<file path="src/rtl/multiway_traffic_controller.sv">
// N-approach traffic-light controller with built-in countdown timer.
// Round-robin car service, green extension, yellow/all-red clearance, batched walk.
//
// Ports:
//   clk        rising-edge clock
//   rst        synchronous active-high reset
//   car        per-approach car-present level sensor
//   ped        per-crosswalk button (pulse or level)
//   light      per approach [3i+2:3i]: 001 red, 010 yellow, 100 green
//   walk       per-crosswalk walk lamp
//   phase      00 ALLRED, 01 GREEN, 10 YELLOW, 11 PED
//   active_dir approach owning GREEN/YELLOW (holds last value otherwise)
//   timer_out  current countdown value
module multiway_traffic_controller #(
   parameter int N_DIR    = 4,
   parameter int TW       = 8,
   parameter int GREEN_T  = 10,
   parameter int YELLOW_T = 3,
   parameter int ALLRED_T = 2,
   parameter int PED_T    = 15,
   localparam int DW      = (N_DIR > 2) ? $clog2(N_DIR) : 1
) (
   input  logic                 clk,
   input  logic                 rst,
   input  logic [N_DIR-1:0]     car,
   input  logic [N_DIR-1:0]     ped,
   output logic [3*N_DIR-1:0]   light,
   output logic [N_DIR-1:0]     walk,
   output logic [1:0]           phase,
   output logic [DW-1:0]        active_dir,
   output logic [TW-1:0]        timer_out
);

   typedef enum logic [1:0] {
      ALLRED = 2'b00,
      GREEN  = 2'b01,
      YELLOW = 2'b10,
      PED    = 2'b11
   } state_t;

   localparam logic [TW-1:0] G_LD = TW'(GREEN_T - 1);
   localparam logic [TW-1:0] Y_LD = TW'(YELLOW_T - 1);
   localparam logic [TW-1:0] A_LD = TW'(ALLRED_T - 1);
   localparam logic [TW-1:0] P_LD = TW'(PED_T - 1);

   state_t           state, state_n;
   logic [TW-1:0]    timer, timer_n;
   logic [DW-1:0]    last_served, last_n;
   logic [DW-1:0]    dir_n;
   logic [N_DIR-1:0] ped_pend, pend_n;
   logic [N_DIR-1:0] walk_snap, snap_n;

   logic             found;
   logic [DW-1:0]    pick;
   logic [N_DIR-1:0] own;
   logic [N_DIR-1:0] others;
   int               idx;

   always_ff @(posedge clk) begin
      if (rst) begin
         state       <= ALLRED;
         timer       <= A_LD;
         last_served <= DW'(N_DIR - 1);
         active_dir  <= '0;
         ped_pend    <= '0;
         walk_snap   <= '0;
      end else begin
         state       <= state_n;
         timer       <= timer_n;
         last_served <= last_n;
         active_dir  <= dir_n;
         ped_pend    <= pend_n;
         walk_snap   <= snap_n;
      end
   end

   // Round-robin pick: first requesting approach after last_served, wrapping.
   always_comb begin
      found = 1'b0;
      pick  = '0;
      idx   = 0;
      for (int k = 1; k <= N_DIR; k++) begin
         idx = int'(last_served) + k;
         if (idx >= N_DIR) idx = idx - N_DIR;
         if (!found && car[idx]) begin
            found = 1'b1;
            pick  = DW'(idx);
         end
      end
   end

   always_comb begin
      own             = '0;
      own[active_dir] = 1'b1;
      others          = car & ~own;
   end

   always_comb begin
      state_n = state;
      timer_n = timer;
      last_n  = last_served;
      dir_n   = active_dir;
      pend_n  = ped_pend;
      snap_n  = walk_snap;
      if (state != PED) pend_n = ped_pend | ped;
      if (timer != '0) timer_n = timer - TW'(1);
      unique case (state)
         ALLRED: begin
            if (timer == '0) begin
               if (|ped_pend) begin
                  // A press landing on the entry edge joins this walk.
                  state_n = PED;
                  timer_n = P_LD;
                  snap_n  = ped_pend | ped;
                  pend_n  = '0;
               end else if (found) begin
                  state_n = GREEN;
                  timer_n = G_LD;
                  last_n  = pick;
                  dir_n   = pick;
               end
            end
         end
         GREEN: begin
            if (timer == '0) begin
               if (others == '0 && ped_pend == '0) begin
                  timer_n = G_LD;
               end else begin
                  state_n = YELLOW;
                  timer_n = Y_LD;
               end
            end
         end
         YELLOW: begin
            if (timer == '0) begin
               state_n = ALLRED;
               timer_n = A_LD;
            end
         end
         PED: begin
            if (timer == '0) begin
               state_n = ALLRED;
               timer_n = A_LD;
            end
         end
         default: begin
            state_n = ALLRED;
            timer_n = A_LD;
         end
      endcase
   end

   always_comb begin
      light = '0;
      for (int i = 0; i < N_DIR; i++) begin
         light[3*i +: 3] = 3'b001;
         if (active_dir == DW'(i)) begin
            if (state == GREEN)  light[3*i +: 3] = 3'b100;
            if (state == YELLOW) light[3*i +: 3] = 3'b010;
         end
      end
   end

   assign walk      = (state == PED) ? walk_snap : '0;
   assign phase     = state;
   assign timer_out = timer;

endmodule

</file>
<file path="config.mk">
export PLATFORM = sky130hd
export DESIGN_NAME = multiway_traffic_controller
export DESIGN_NICKNAME = d
export VERILOG_FILES = /design/src/rtl/multiway_traffic_controller.sv
export SDC_FILE = /design/constraint.sdc
export NUM_CORES = 1
export LEC_CHECK = 0
export CORE_MARGIN = 1
export CORE_UTILIZATION = 39
export CTS_BUF_LIST = sky130_fd_sc_hd__clkbuf_4
export DETAILED_ROUTE_END_ITERATION = 6
export PLACE_DENSITY_LB_ADDON = 0.05
export SYNTH_ARGS = -nofsm -noshare
export SYNTH_HDL_FRONTEND = slang
export SYNTH_SLANG_ARGS = --single-unit
</file>
<file path="constraint.sdc">
create_clock -name clk -period 2.5 [get_ports clk]
set_clock_uncertainty 0.15 [all_clocks]
set_input_delay 0.5 -clock clk [delete_from_list [all_inputs] [get_ports clk]]
set_output_delay 0.5 -clock clk [all_outputs]
set_load 0.02 [all_outputs]
</file>
## Yosys cells after proc, flatten, opt, wreduce, memory -nomap -nowiden

Index checks and enable logic that the tools add are counted.

| storage, ports and cells | value |
|---|---|
| memory bits (read-only) | 0 |
| bits of input ports | 10 |
| bits in registers | 22 |
| memories kept | 0 |
| memory bits (writable) | 0 |
| latch bits | 0 |

| operators by class | value |
|---|---|
| reductions and logical operators | 19 |
| divide/modulo/power cells | 0 |
| muxes and demuxes | 52 |
| $lt $le $gt $ge | 10 |
| multipliers | 0 |
| shifts and indexed selects | 0 |
| add/sub/neg operators | 9 |
| bitwise gates (word level) | 4 |
| equality and inequality tests | 12 |

Operators with widths:

| operator | number |
|---|---|
| less-than comparator 32 x 4 -> 1 bit (second input constant) | 4 |
| 2-to-1 mux 32 bit | 4 |
| 2-to-1 mux 8 bit | 6 |
| 2-to-1 mux 4 bit | 6 |
| one-hot mux 8 bit (3 select lines) | 1 |
| 2-to-1 mux 2 bit | 10 |
| 2-to-1 mux 3 bit | 6 |
| 2-to-1 mux 1 bit | 13 |
| subtractor 3 x 3 -> 4 bit (second input constant) | 3 |
| greater-or-equal comparator 3 bit (second input constant) | 3 |
| binary-select mux 1 bit (select 2 bit) | 4 |
| equality test 2 bit (second input constant) | 4 |
| logical NOT 4 bit | 2 |
| logical NOT 8 bit | 1 |
| != test 2 bit (second input constant) | 4 |
| nonzero test 8 bit | 1 |
| subtractor 8 x 1 -> 8 bit (second input constant) | 1 |
| adder 2 x 2 -> 3 bit (second input constant) | 2 |
| one-hot mux 2 bit (3 select lines) | 1 |
| logical AND 1 bit | 5 |
| AND reduction 5 bit | 1 |
| subtractor 4 x 3 -> 5 bit (second input constant) | 1 |
| adder 2 x 3 -> 4 bit (second input constant) | 1 |
| bitwise AND 4 bit | 1 |
| 17 further kinds | 21 |

## Depth between registers and ports, before layout

Gate-level depths: netlist of the first run.

| depth | value |
|---|---|
| word-level depth | 20 |
| gate-level depth with buffers | 10 |

## Worst setup path after synthesis of the first run

OpenSTA, ideal clock, no wires.

| timing path | value |
|---|---|
| path kind | reg-to-reg |
| start point | register timer[0], in the netlist timer_out[0] |
| end point | register timer[0], in the netlist timer_out[0] |
| stages on the path, launching flop included | 11 |
| data arrival time | 1.913 ns |
| library setup time | 0.125 ns |
| data required time | 2.225 ns |
| path buffers | 1 |
| slack | 0.312 ns |
| path through | dfxtp_1 inv_1 ha_1 nor3b_1 and2_1 buf_2 inv_1 ha_1 nand2b_1 a311oi_1 a21oi_1 |

| between the ends | value |
|---|---|
| word-level cells in the longest chain between the ends | 6 |
| elaborated cells between the ends (all ways) | 10 |

RTL lines:

| what | RTL line | text |
|---|---|---|
| start: declaration | 47 | `logic [TW-1:0] timer, timer_n;` |
| start signal: assignment | 69 | `timer <= timer_n;` |
| subtractor 8 x 1 -> 8 bit or nonzero test 8 bit (tied branches) | 106 | `if (timer != '0) timer_n = timer - TW'(1);` |
| 2-to-1 mux 8 bit | 106 |  |
| 2-to-1 mux 8 bit | 116 | `end else if (found) begin` |
| 2-to-1 mux 8 bit | 110 | `if (\|ped_pend) begin` |
| 2-to-1 mux 8 bit | 109 | `if (timer == '0) begin` |
| one-hot mux 8 bit (3 select lines) * | 107 | `unique case (state)` |

Mark *: on every way between the ends. The rest lies on a longest branch, timed or not.
A chain may end at the register's enable or synchronous reset.

## Final worst setup path of the first run

| timing path | value |
|---|---|
| start point | register active_dir[0] |
| end point | output light[5] |

| between the ends | value |
|---|---|
| word-level cells in the longest chain between the ends | 2 |

RTL lines:

| what | RTL line | text |
|---|---|---|
| start: declaration | 30 | `output logic [DW-1:0] active_dir,` |
| start signal: assignment | 71 | `active_dir <= dir_n;` |
| equality test 2 x 1 -> 1 bit | 157 | `if (active_dir == DW'(i)) begin` |
| 2-to-1 mux 3 bit | 157 |  |
| end: declaration | 27 | `output logic [3*N_DIR-1:0] light,` |

Every way passes these cells.

==> results of run 1 <==
==> worst min-delay path by stage <==
stage	depth (start not counted)	endpoint	slack [ps]	startpoint
global placement	2	walk_snap[3]	330	walk_snap[3]
finish	2	walk_snap[0]	350	walk_snap[0]
detailed placement	2	walk_snap[0]	330	walk_snap[0]
global route	2	walk_snap[3]	380	walk_snap[3]
floorplan	2	walk_snap[0]	320	walk_snap[0]
CTS	2	walk_snap[0]	350	walk_snap[0]
==> metal layers <==
layer | vias to the layer above | wire length (um)
met5 | - | 0
met4 | 0 | 10
met3 | 2 | 108
met2 | 26 | 1535
met1 | 625 | 1526
li1 | 664 | -
==> final cells by class <==
cell class                      instances  area (um2)
Inverter                                9       33.78
Sequential cell                        22       444.2
Clock buffer                            3       22.52
Tap cell                               44       55.05
Multi-Input combinational cell        131       842.1
Timing Repair Buffer                   42       412.9
Clock inverter                          1       3.754
Fill cell                             314        1339
==> what timing repair did <==
item	CTS	global route
pin swaps	0	0
endpoints found under the setup margin	6	11
setup buffers	0	0
resized for setup	6	9
==> report_power, final <==
| part | switching (mW) | total (mW) | internal [mW] | leakage (nW) |
|---|---|---|---|---|
| clock | 0.106 | 0.164 | 0.0582 | 0.0154 |
| sequential | 0.137 | 0.619 | 0.482 | 0.182 |
| combinational | 0.634 | 1.14 | 0.507 | 0.554 |
| total | 0.877 | 1.92 | 1.05 | 0.752 |
==> worst reg2reg max path, stage by stage, from the launching register on <==
cell and delay [ps]:
dfxtp_1 380, inv_1 90, ha_1 130, nor3b_1 240
and2_1 310, inv_1 120, ha_1 270, nand2b_1 140
a311oi_1 270, a21oi_1 80
==> state kept, by name, indices dropped and copies added (netlist names) <==
signal,flops
walk_snap,4
ped_pend,4
phase,2
timer_out,8
last_served,2
active_dir,2
==> cell families after synthesis <==
group / count (synthesis) / synth area share, %
mux: 3 / 2.260
fa+ha+maj: 8 / 7.533
compound gates: 28 / 12.52
simple gates: 86 / 35.78
xor+xnor: 6 / 3.955
flops: 22 / 33.14
buf+inv: 16 / 4.801
==> cells in the mapped netlist, types with 2 or more instances <==
| cell type | instances |
|---|---|
| buf_2 | 3 |
| nand2b_1 | 4 |
| nor3b_1 | 2 |
| a211oi_1 | 3 |
| a21oi_1 | 14 |
| and2_1 | 11 |
| nor3_1 | 12 |
| clkbuf_1 | 4 |
| o22ai_1 | 2 |
| nor2_1 | 22 |
| mux2i_1 | 3 |
| nand3_1 | 3 |
| nand3b_1 | 3 |
| nor4_1 | 7 |
| dfxtp_1 | 22 |
| and3_1 | 2 |
| xor2_1 | 4 |
| nor4_2 | 2 |
| nand2_1 | 10 |
| o21ai_0 | 3 |
| xnor2_1 | 2 |
| nor2b_1 | 2 |
| inv_1 | 9 |
| or3_1 | 2 |
| ha_1 | 8 |
==> per-stage QoR <==
step / setup slack [ps] / setup TNS, ps / cells
after global placement: 260.4 / 0 / 248
after CTS: 29.50 / 0 / 252
final: 85.05 / 0 / 252
after detailed placement: 203.7 / 0 / 248
after floorplan: 312.0 / 0 / 169
after global routing: -1.335 / -1.335 / 252
==> summary.txt, run 1 <==
die area: 0.003645 mm2
grt ovf: 0
routability congestion estimate: 0.8619
CTS tree: yes
DR pass1 iterations: 4
DRT iter0 DRCs: 63
synth warn: 0
Die Ht: 60.37 um
cell count along the critical path: 3
Final Instance Area: 0.001814 mm2
Seq/Total Area, Yosys: 33.15%
cell family with most CP delay: buffers and inverters
most frequent cells in the layout: clkdlybuf4s50_1 (29), nor2_1 (22), dfxtp_1 (19)
Buf+Inv Stages, Crit Path: 1
#FFs+latches synth: 22
net count after synthesis: 187
commonest non-fill, non-tap cell in the layout: clkdlybuf4s50_1
Initial Util: 42.14%
Final ANT Viol Nets: 0
maximum VDD drop: 0.0006239 V
post-synth top area share: 33.15%
Num CTS Buffers: 3
CP Max Fanout: 7
Synth Flop Type: dfxtp_1
dpl cell area: 0.001762 mm2
Slew Limit Fails: 0
Async S/R FF share, synth: 0%
r2r worst-path depth: 9
area delta synth->final: 36.53%
reg2reg end: timer_out[0]
Vias/cell: 5.226
final hold slack: 348.9 ps
met1 Use GR: 26.90%
LEAKAGE: 0.7516 nW
Period Utilization, post-route: 96.60%
final hold vios: 0
core area: 0.003153 mm2
row count: 20
Worst Setup Start Kind: register
Synth cell types: 35
number of I/O port buffers: 37
Syn Area/Cell: 7.863 um2
outcome: finished, final reports clean
initial antenna violation count: 0
Tot GR Track Use: 18.94%
CTS clk-pin slew, worst paths: 120 ps
Hold Buf Count CTS: 0
worst slew pin tran: 473.6 ps
WL final: 3180 um
vias in the first global route: 1193
first-pass GRT wire length: 5361 um
fin util: 57.54%
worst setup path start: active_dir[0]
Period minus WS final: 2415 ps
Critical path destination: light[5]
Max-slew headroom: 68.18%
Pwr Density: 1061 mW/mm2
Die Wd: 60.37 um
hold crit path type: reg2reg
nets@finish: 227
FF-to-FF setup slack: 210 ps
Ports: 38
Max-Cap Viols: 0
Synth area leaders: dfxtp_1 (33%), ha_1 (7.5%), nor2_1 (6.2%)
wire per inst: 12.62 um
Skew-Pair Late Insertion Delay: 300 ps
Setup-failing EPs final: 0
share of layout cells above drive strength 1: 9.135%
largest net degree at the start of global routing: 17
crit-path max cell delay: 600 ps
GR Layer Usage met2: 30.46%
DP HPWL: 2472 um
# clock sinks: 22
Final Power: 1.924 mW
synthesized instance count: 169
gr busiest metal: met2
ANT cells: 0
CP cell instances: nor2b_2, and2_1, clkdlybuf4s50_1
number of synthesized flops with an enable pin: 0
CTS root buf: clkbuf_4
Synth area leader: dfxtp_1
DRC: 0
crit path DAT: 1760 ps
CTS Buffer Depth: 2
Setup CP Type: reg2out
H-tree depth: 1
Crit Reg-Reg Startpoint: timer_out[0]
Critical Path RT: 1850 ps
highest clock rate: 0.4141 GHz
CP max stage cell: clkdlybuf4s50_1
Worst setup EP type: output port
mapped cell area: 0.001329 mm2
GRT met3 Usage: 4.051%
DR vias: 1317
(Power assumes the default switching activity.)
==> run 2, diff against run 1 <==
--- a/config.mk
+++ b/config.mk
@@ -10,6 +10,7 @@
 export CTS_BUF_LIST = sky130_fd_sc_hd__clkbuf_4
 export DETAILED_ROUTE_END_ITERATION = 6
 export PLACE_DENSITY_LB_ADDON = 0.05
+export SETUP_SLACK_MARGIN = 0.3
 export SYNTH_ARGS = -nofsm -noshare
 export SYNTH_HDL_FRONTEND = slang
 export SYNTH_SLANG_ARGS = --single-unit
==> run 2 against run 1 <==
  * Clock power barely moved
  * Final cell count stayed put
  * Core utilization down 1.1 points
  * Sequential share of layout area up 0.68 points
  * Fmax grew 13%
  * Critical path depth up 6
  * Non-clock buffer count is the same
  * Wire length shrank 0.47%
  * Sequential power is 2% higher
  * Largest power group unchanged
  * Register-to-register slack gained 150 ps
  * Worst hold slack improved by 0.52 ps
==> summary.txt, run 2 (same netlist as run 1, synthesis figures left out) <==
outcome: finished, final reports clean
routability congestion estimate: 0.8619 (unchanged)
die area: 0.003645 mm2 (unchanged)
WL final: 3165 um (-0.47%)
Die Wd: 60.37 um (unchanged)
CTS clk-pin slew, worst paths: 120 ps (about the same)
H-tree depth: 1 (unchanged)
setup TNS: 0 ps (unchanged)
DR pass1 iterations: 4 (unchanged)
Max-slew headroom: 69.69% (+1.5 points)
Worst Setup Start Kind: register
number of I/O port buffers: 37 (unchanged)
max FFs per register: 8 (unchanged)
fin util: 56.47% (-1.1 points)
Tot GR Track Use: 18.98% (+0.045 points)
met1 Use GR: 26.64% (-0.26 points)
first-pass GRT wire length: 5375 um (+0.26%)
area delta synth->final: 33.99%
Max-Cap Viols: 0 (unchanged)
gr busiest metal: met2
Initial Util: 42.14% (unchanged)
ANT cells: 0 (unchanged)
hold crit path type: reg2reg
setup ws final: 361.8 ps (+276.8 ps)
Skew-Pair Late Insertion Delay: 300 ps (about the same)
CP Max Fanout: 7 (unchanged)
DP HPWL: 2472 um (unchanged)
DR vias: 1314 (-0.23%)
# clock sinks: 22 (unchanged)
CTS Buffer Depth: 2 (unchanged)
DRC: 0 (unchanged)
worst slew pin tran: 451.3 ps (-22.39 ps)
Period Utilization, post-route: 85.53% (-11 points)
Critical Path RT: 2550 ps (+700 ps)
worst slack, placed: 203.7 ps (unchanged)
GR Layer Usage met2: 30.93% (+0.47 points)
Slew Limit Fails: 0 (unchanged)
Die Ht: 60.37 um (unchanged)
Period minus WS final: 2138 ps (-276.8 ps)
CTS tree: yes
nets@finish: 227 (unchanged)
Setup CP Type: reg2reg
CTS root buf: clkbuf_4
core area: 0.003153 mm2 (unchanged)
GRT met3 Usage: 4.051% (unchanged)
Ports: 38 (unchanged)
final hold vios: 0 (unchanged)
Vias/cell: 5.214 (-0.23%)
crit path DAT: 2180 ps (+420 ps)
grt ovf: 0 (unchanged)
maximum VDD drop: 0.0006474 V (+3.8%)
share of layout cells above drive strength 1: 13.46% (+4.3 points)
Setup-failing EPs final: 0 (unchanged)
largest net degree at the start of global routing: 17 (unchanged)
commonest non-fill, non-tap cell in the layout: nor2_1
highest clock rate: 0.4677 GHz (+13%)
unrepaired setup endpoints after global routing: false
initial antenna violation count: 0 (unchanged)
Final ANT Viol Nets: 0 (unchanged)
DRT iter0 DRCs: 39 (-38%)
Num CTS Buffers: 3 (unchanged)
Hold Buf Count CTS: 0 (unchanged)
vias in the first global route: 1206 (+1.1%)
LEAKAGE: 0.7323 nW (-2.6%)
Worst setup EP type: register
wire per inst: 12.56 um (-0.47%)
row count: 20 (unchanged)
most frequent cells in the layout: nor2_1 (22), clkdlybuf4s50_1 (21), dfxtp_1 (18)
Pwr Density: 1092 mW/mm2 (+3.0%)
[run 2: cell types whose count changed in the layout (fill, tap and decap cells not counted), sizes merged]
cell / change
clkdlybuf4s50: -8
clkbuf: +6
dlymetal6s2s: -4
clkdlybuf4s15: +3
dlygate4sd2: +3
[run 2: per-layer routing]
metal	wire (um)	part of all wire [%]	vias to the layer above
met2	1550	49	27
met5	0	0	-
li1	-	-	667
met4	10	0.32	0
met1	1487	47	618
met3	116	3.7	2
[run 2: timing repair]
action,4_1_cts,5_1_grt
pin swaps,0,0
resized for setup,24,19
setup endpoints to repair,17,10
setup buffers,0,0
hold endpoints to repair,0,0
[run 2: worst paths after layout]
kind	startpoint	to	slack [ps]	cells past startpoint
setup / recovery	timer_out[0]	timer_out[0]	360	9
hold / removal	walk_snap[0]	walk_snap[0]	350	2
hold reg to reg	walk_snap[0]	walk_snap[0]	350	2
setup reg to reg	timer_out[0]	timer_out[0]	360	9
[run 2: per-stage QoR]
| step | hold WS [ps] | total power, mW | cells | area (um2) |
|---|---|---|---|---|
| 3_5_place_dp | 334.1 | 1.760 | 248 | 1762 |
| 4_1_cts | 352.4 | 1.916 | 252 | 1782 |
| 5_1_grt | 384.3 | 2.110 | 252 | 1780 |
| 3_3_place_gp | 328.8 | 1.745 | 248 | 1762 |
| 2_1_floorplan | 321.2 | 1.370 | 169 | 1329 |
| 6_report | 349.4 | 1.945 | 252 | 1780 |
[run 2: critical path, stage by stage (launching register included)]
cell and delay [ps]:
dfxtp_1 440, inv_1 90, ha_1 190, nor3b_2 160, and2_4 190, inv_1 100
ha_1 230, nand2b_1 140, a311oi_1 270, a21oi_1 80
[run 2: report_power, final]
group,switching (mW),internal (mW),leakage (nW)
clock network,0.107,0.0582,0.0154
logic,0.633,0.517,0.534
registers,0.146,0.484,0.183
[run 2: final cells by class]
class / instances / area [um2]
Clock buffer: 3 / 22.52
Clock inverter: 1 / 3.754
Fill cell: 320 / 1373
Inverter: 9 / 33.78
Multi-Input combinational cell: 131 / 848.3
Sequential cell: 22 / 447.9
Tap cell: 44 / 55.05
Timing Repair Buffer: 42 / 369.1
==> run 3, diff against run 2 <==
--- a/config.mk
+++ b/config.mk
@@ -6,7 +6,7 @@
 export NUM_CORES = 1
 export LEC_CHECK = 0
 export CORE_MARGIN = 1
-export CORE_UTILIZATION = 39
+export CORE_UTILIZATION = 30
 export CTS_BUF_LIST = sky130_fd_sc_hd__clkbuf_4
 export DETAILED_ROUTE_END_ITERATION = 6
 export PLACE_DENSITY_LB_ADDON = 0.05
==> run 3 against run 2 <==
  * Combinational power grew 6%
  * Clock-buffer cell count unchanged
  * Sequential cell count is the same
  * Wire length grew 14%
  * Critical path depth fell by 5
  * Non-clock buffer count increased by 3
  * Global-route usage fell by 2.4 points
  * Critical endpoint is now light[9]
  * Largest power group unchanged
==> summary.txt, run 3 (same netlist as run 1, synthesis figures left out) <==
outcome: finished, final reports clean
DRT iter0 DRCs: 54 (+38%)
Die Ht: 68.55 um (+14%)
H-tree depth: 1 (unchanged)
number of I/O port buffers: 37 (unchanged)
CTS Buffer Depth: 2 (unchanged)
CTS tree: yes
DRC: 0 (unchanged)
first-pass GRT wire length: 5809 um (+8.1%)
Max-slew headroom: 69.45% (-0.23 points)
vias in the first global route: 1255 (+4.1%)
grt ovf: 0 (unchanged)
unrepaired setup endpoints after global routing: true
routability congestion estimate: 0.8170 (-5.2%)
setup TNS: 0 ps (unchanged)
Skew-Pair Late Insertion Delay: 310 ps (about the same)
Hold Buf Count CTS: 0 (unchanged)
Setup-failing EPs final: 0 (unchanged)
Period minus WS final: 2154 ps (+15.75 ps)
wire per inst: 13.79 um (+9.8%)
Max-Cap Viols: 0 (unchanged)
WL final: 3600 um (+14%)
highest clock rate: 0.4643 GHz (-0.73%)
Final ANT Viol Nets: 0 (unchanged)
nets@finish: 230 (+1.3%)
Initial Util: 32.29% (-9.9 points)
Vias/cell: 5.253 (+0.74%)
maximum VDD drop: 0.0004780 V (-26%)
initial antenna violation count: 0 (unchanged)
Period Utilization, post-route: 86.16% (+0.63 points)
DR vias: 1371 (+4.3%)
row count: 23 (+15%)
area occupied by multi-input gates: 868.3 um2 (+2.4%)
Die Wd: 68.55 um (+14%)
fin util: 45.39% (-11 points)
CTS root buf: clkbuf_4
Worst Setup Start Kind: register
crit path DAT: 1500 ps (-680 ps)
DR pass1 iterations: 4 (unchanged)
Pwr Density: 1147 mW/mm2 (+5.0%)
Num CTS Buffers: 3 (unchanged)
CP Max Fanout: 5 (-2)
Setup CP Type: reg2out
Tot GR Track Use: 16.53% (-2.4 points)
Ports: 38 (unchanged)
die area: 0.004699 mm2 (+29%)
Worst setup EP type: output port
LEAKAGE: 0.7908 nW (+8.0%)
Sequential cell area: 455.4 um2 (+1.7%)
fill count: 427 (+33%)
Slew Limit Fails: 0 (unchanged)
max FFs per register: 8 (unchanged)
# clock sinks: 22 (unchanged)
share of layout cells above drive strength 1: 17.06% (+3.6 points)
CTS clk-pin slew, worst paths: 140 ps (+20 ps)
hold crit path type: reg2reg
area delta synth->final: 40.58%
commonest non-fill, non-tap cell in the layout: nor2_1
ANT cells: 0 (unchanged)
core area: 0.004115 mm2 (+31%)
worst slew pin tran: 454.7 ps (+3.454 ps)
Critical Path RT: 1850 ps (-700 ps)
largest net degree at the start of global routing: 14 (-3)
final hold vios: 0 (unchanged)
most frequent cells in the layout: nor2_1 (22), clkdlybuf4s50_1 (21), dfxtp_1 (16)
DP HPWL: 2712 um (+9.7%)
==> run 3: changes by cell type in the layout (fill, tap and decap cells not counted), moves of 2 or more <==
cell	previous run	this run
buf_4	5	8
dfxtp_4	1	3
dfxtp_1	18	16
clkdlybuf4s15_1	3	1
dlymetal6s2s_1	0	2
dlygate4sd2_1	7	5
==> run 3: area by class of cell <==
cell class	instances	area share (%)
sequential	22	24.38
inverter	9	1.808
multi-input combinational	131	46.48
tap	50	3.349
timing repair buffer	45	21.17
clock buffer	3	1.206
clock inverter	1	1.608
==> run 3: critical path, stage by stage, from the launching register on <==
cell	delay (ps)
dfxtp_4	410
inv_1	80
ha_1	350
nand3_1	100
clkdlybuf4s15_2	260
==> run 3: where the power goes <==
| part | internal (mW) | total, mW | switching (mW) |
|---|---|---|---|
| sequential | 0.493 | 0.650 | 0.157 |
| combinational | 0.554 | 1.22 | 0.662 |
| clock | 0.162 | 0.277 | 0.115 |
==> run 3: timing repair <==
action                                 CTS  global route
gates resized for setup                 27            23
pin swaps                                0             0
endpoints found under the hold margin    0             0
setup endpoints to repair               17            16
setup buffers                            0             1
==> run 3: layer usage <==
| metal | vias to the layer above | wire, um | track usage, % |
|---|---|---|---|
| li1 | 677 | - | - |
| met1 | 647 | 1669 | 21.44 |
| met2 | 45 | 1709 | 27.08 |
| met3 | 2 | 202 | 4.276 |
| met4 | 0 | 18 | 4.167 |
| met5 | - | 0 | 0 |
==> run 3: path summary, 6_finish.rpt <==
kind                 from      endpoint  slack [ps]  cells after the start
max              phase[0]      light[9]         350                      4
min          walk_snap[3]  walk_snap[3]         350                      2
max reg2reg  timer_out[0]  timer_out[0]         410                      9
min reg2reg  walk_snap[3]  walk_snap[3]         350                      2
==> run 3: stage by stage <==
stage          cell area (um2)  hold slack [ps]  instances  total power, mW  worst slack [ps]
3_5_place_dp              1784            343.7        256            1.801             193.7
5_1_grt                   1868            374.5        261            2.310             247.2
3_3_place_gp              1784            331.7        256            1.775             235.7
2_1_floorplan             1329            321.2        169            1.370             312.0
4_1_cts                   1839            360.5        260            2.077             66.14
6_report                  1868            351.0        261            2.143             346.1
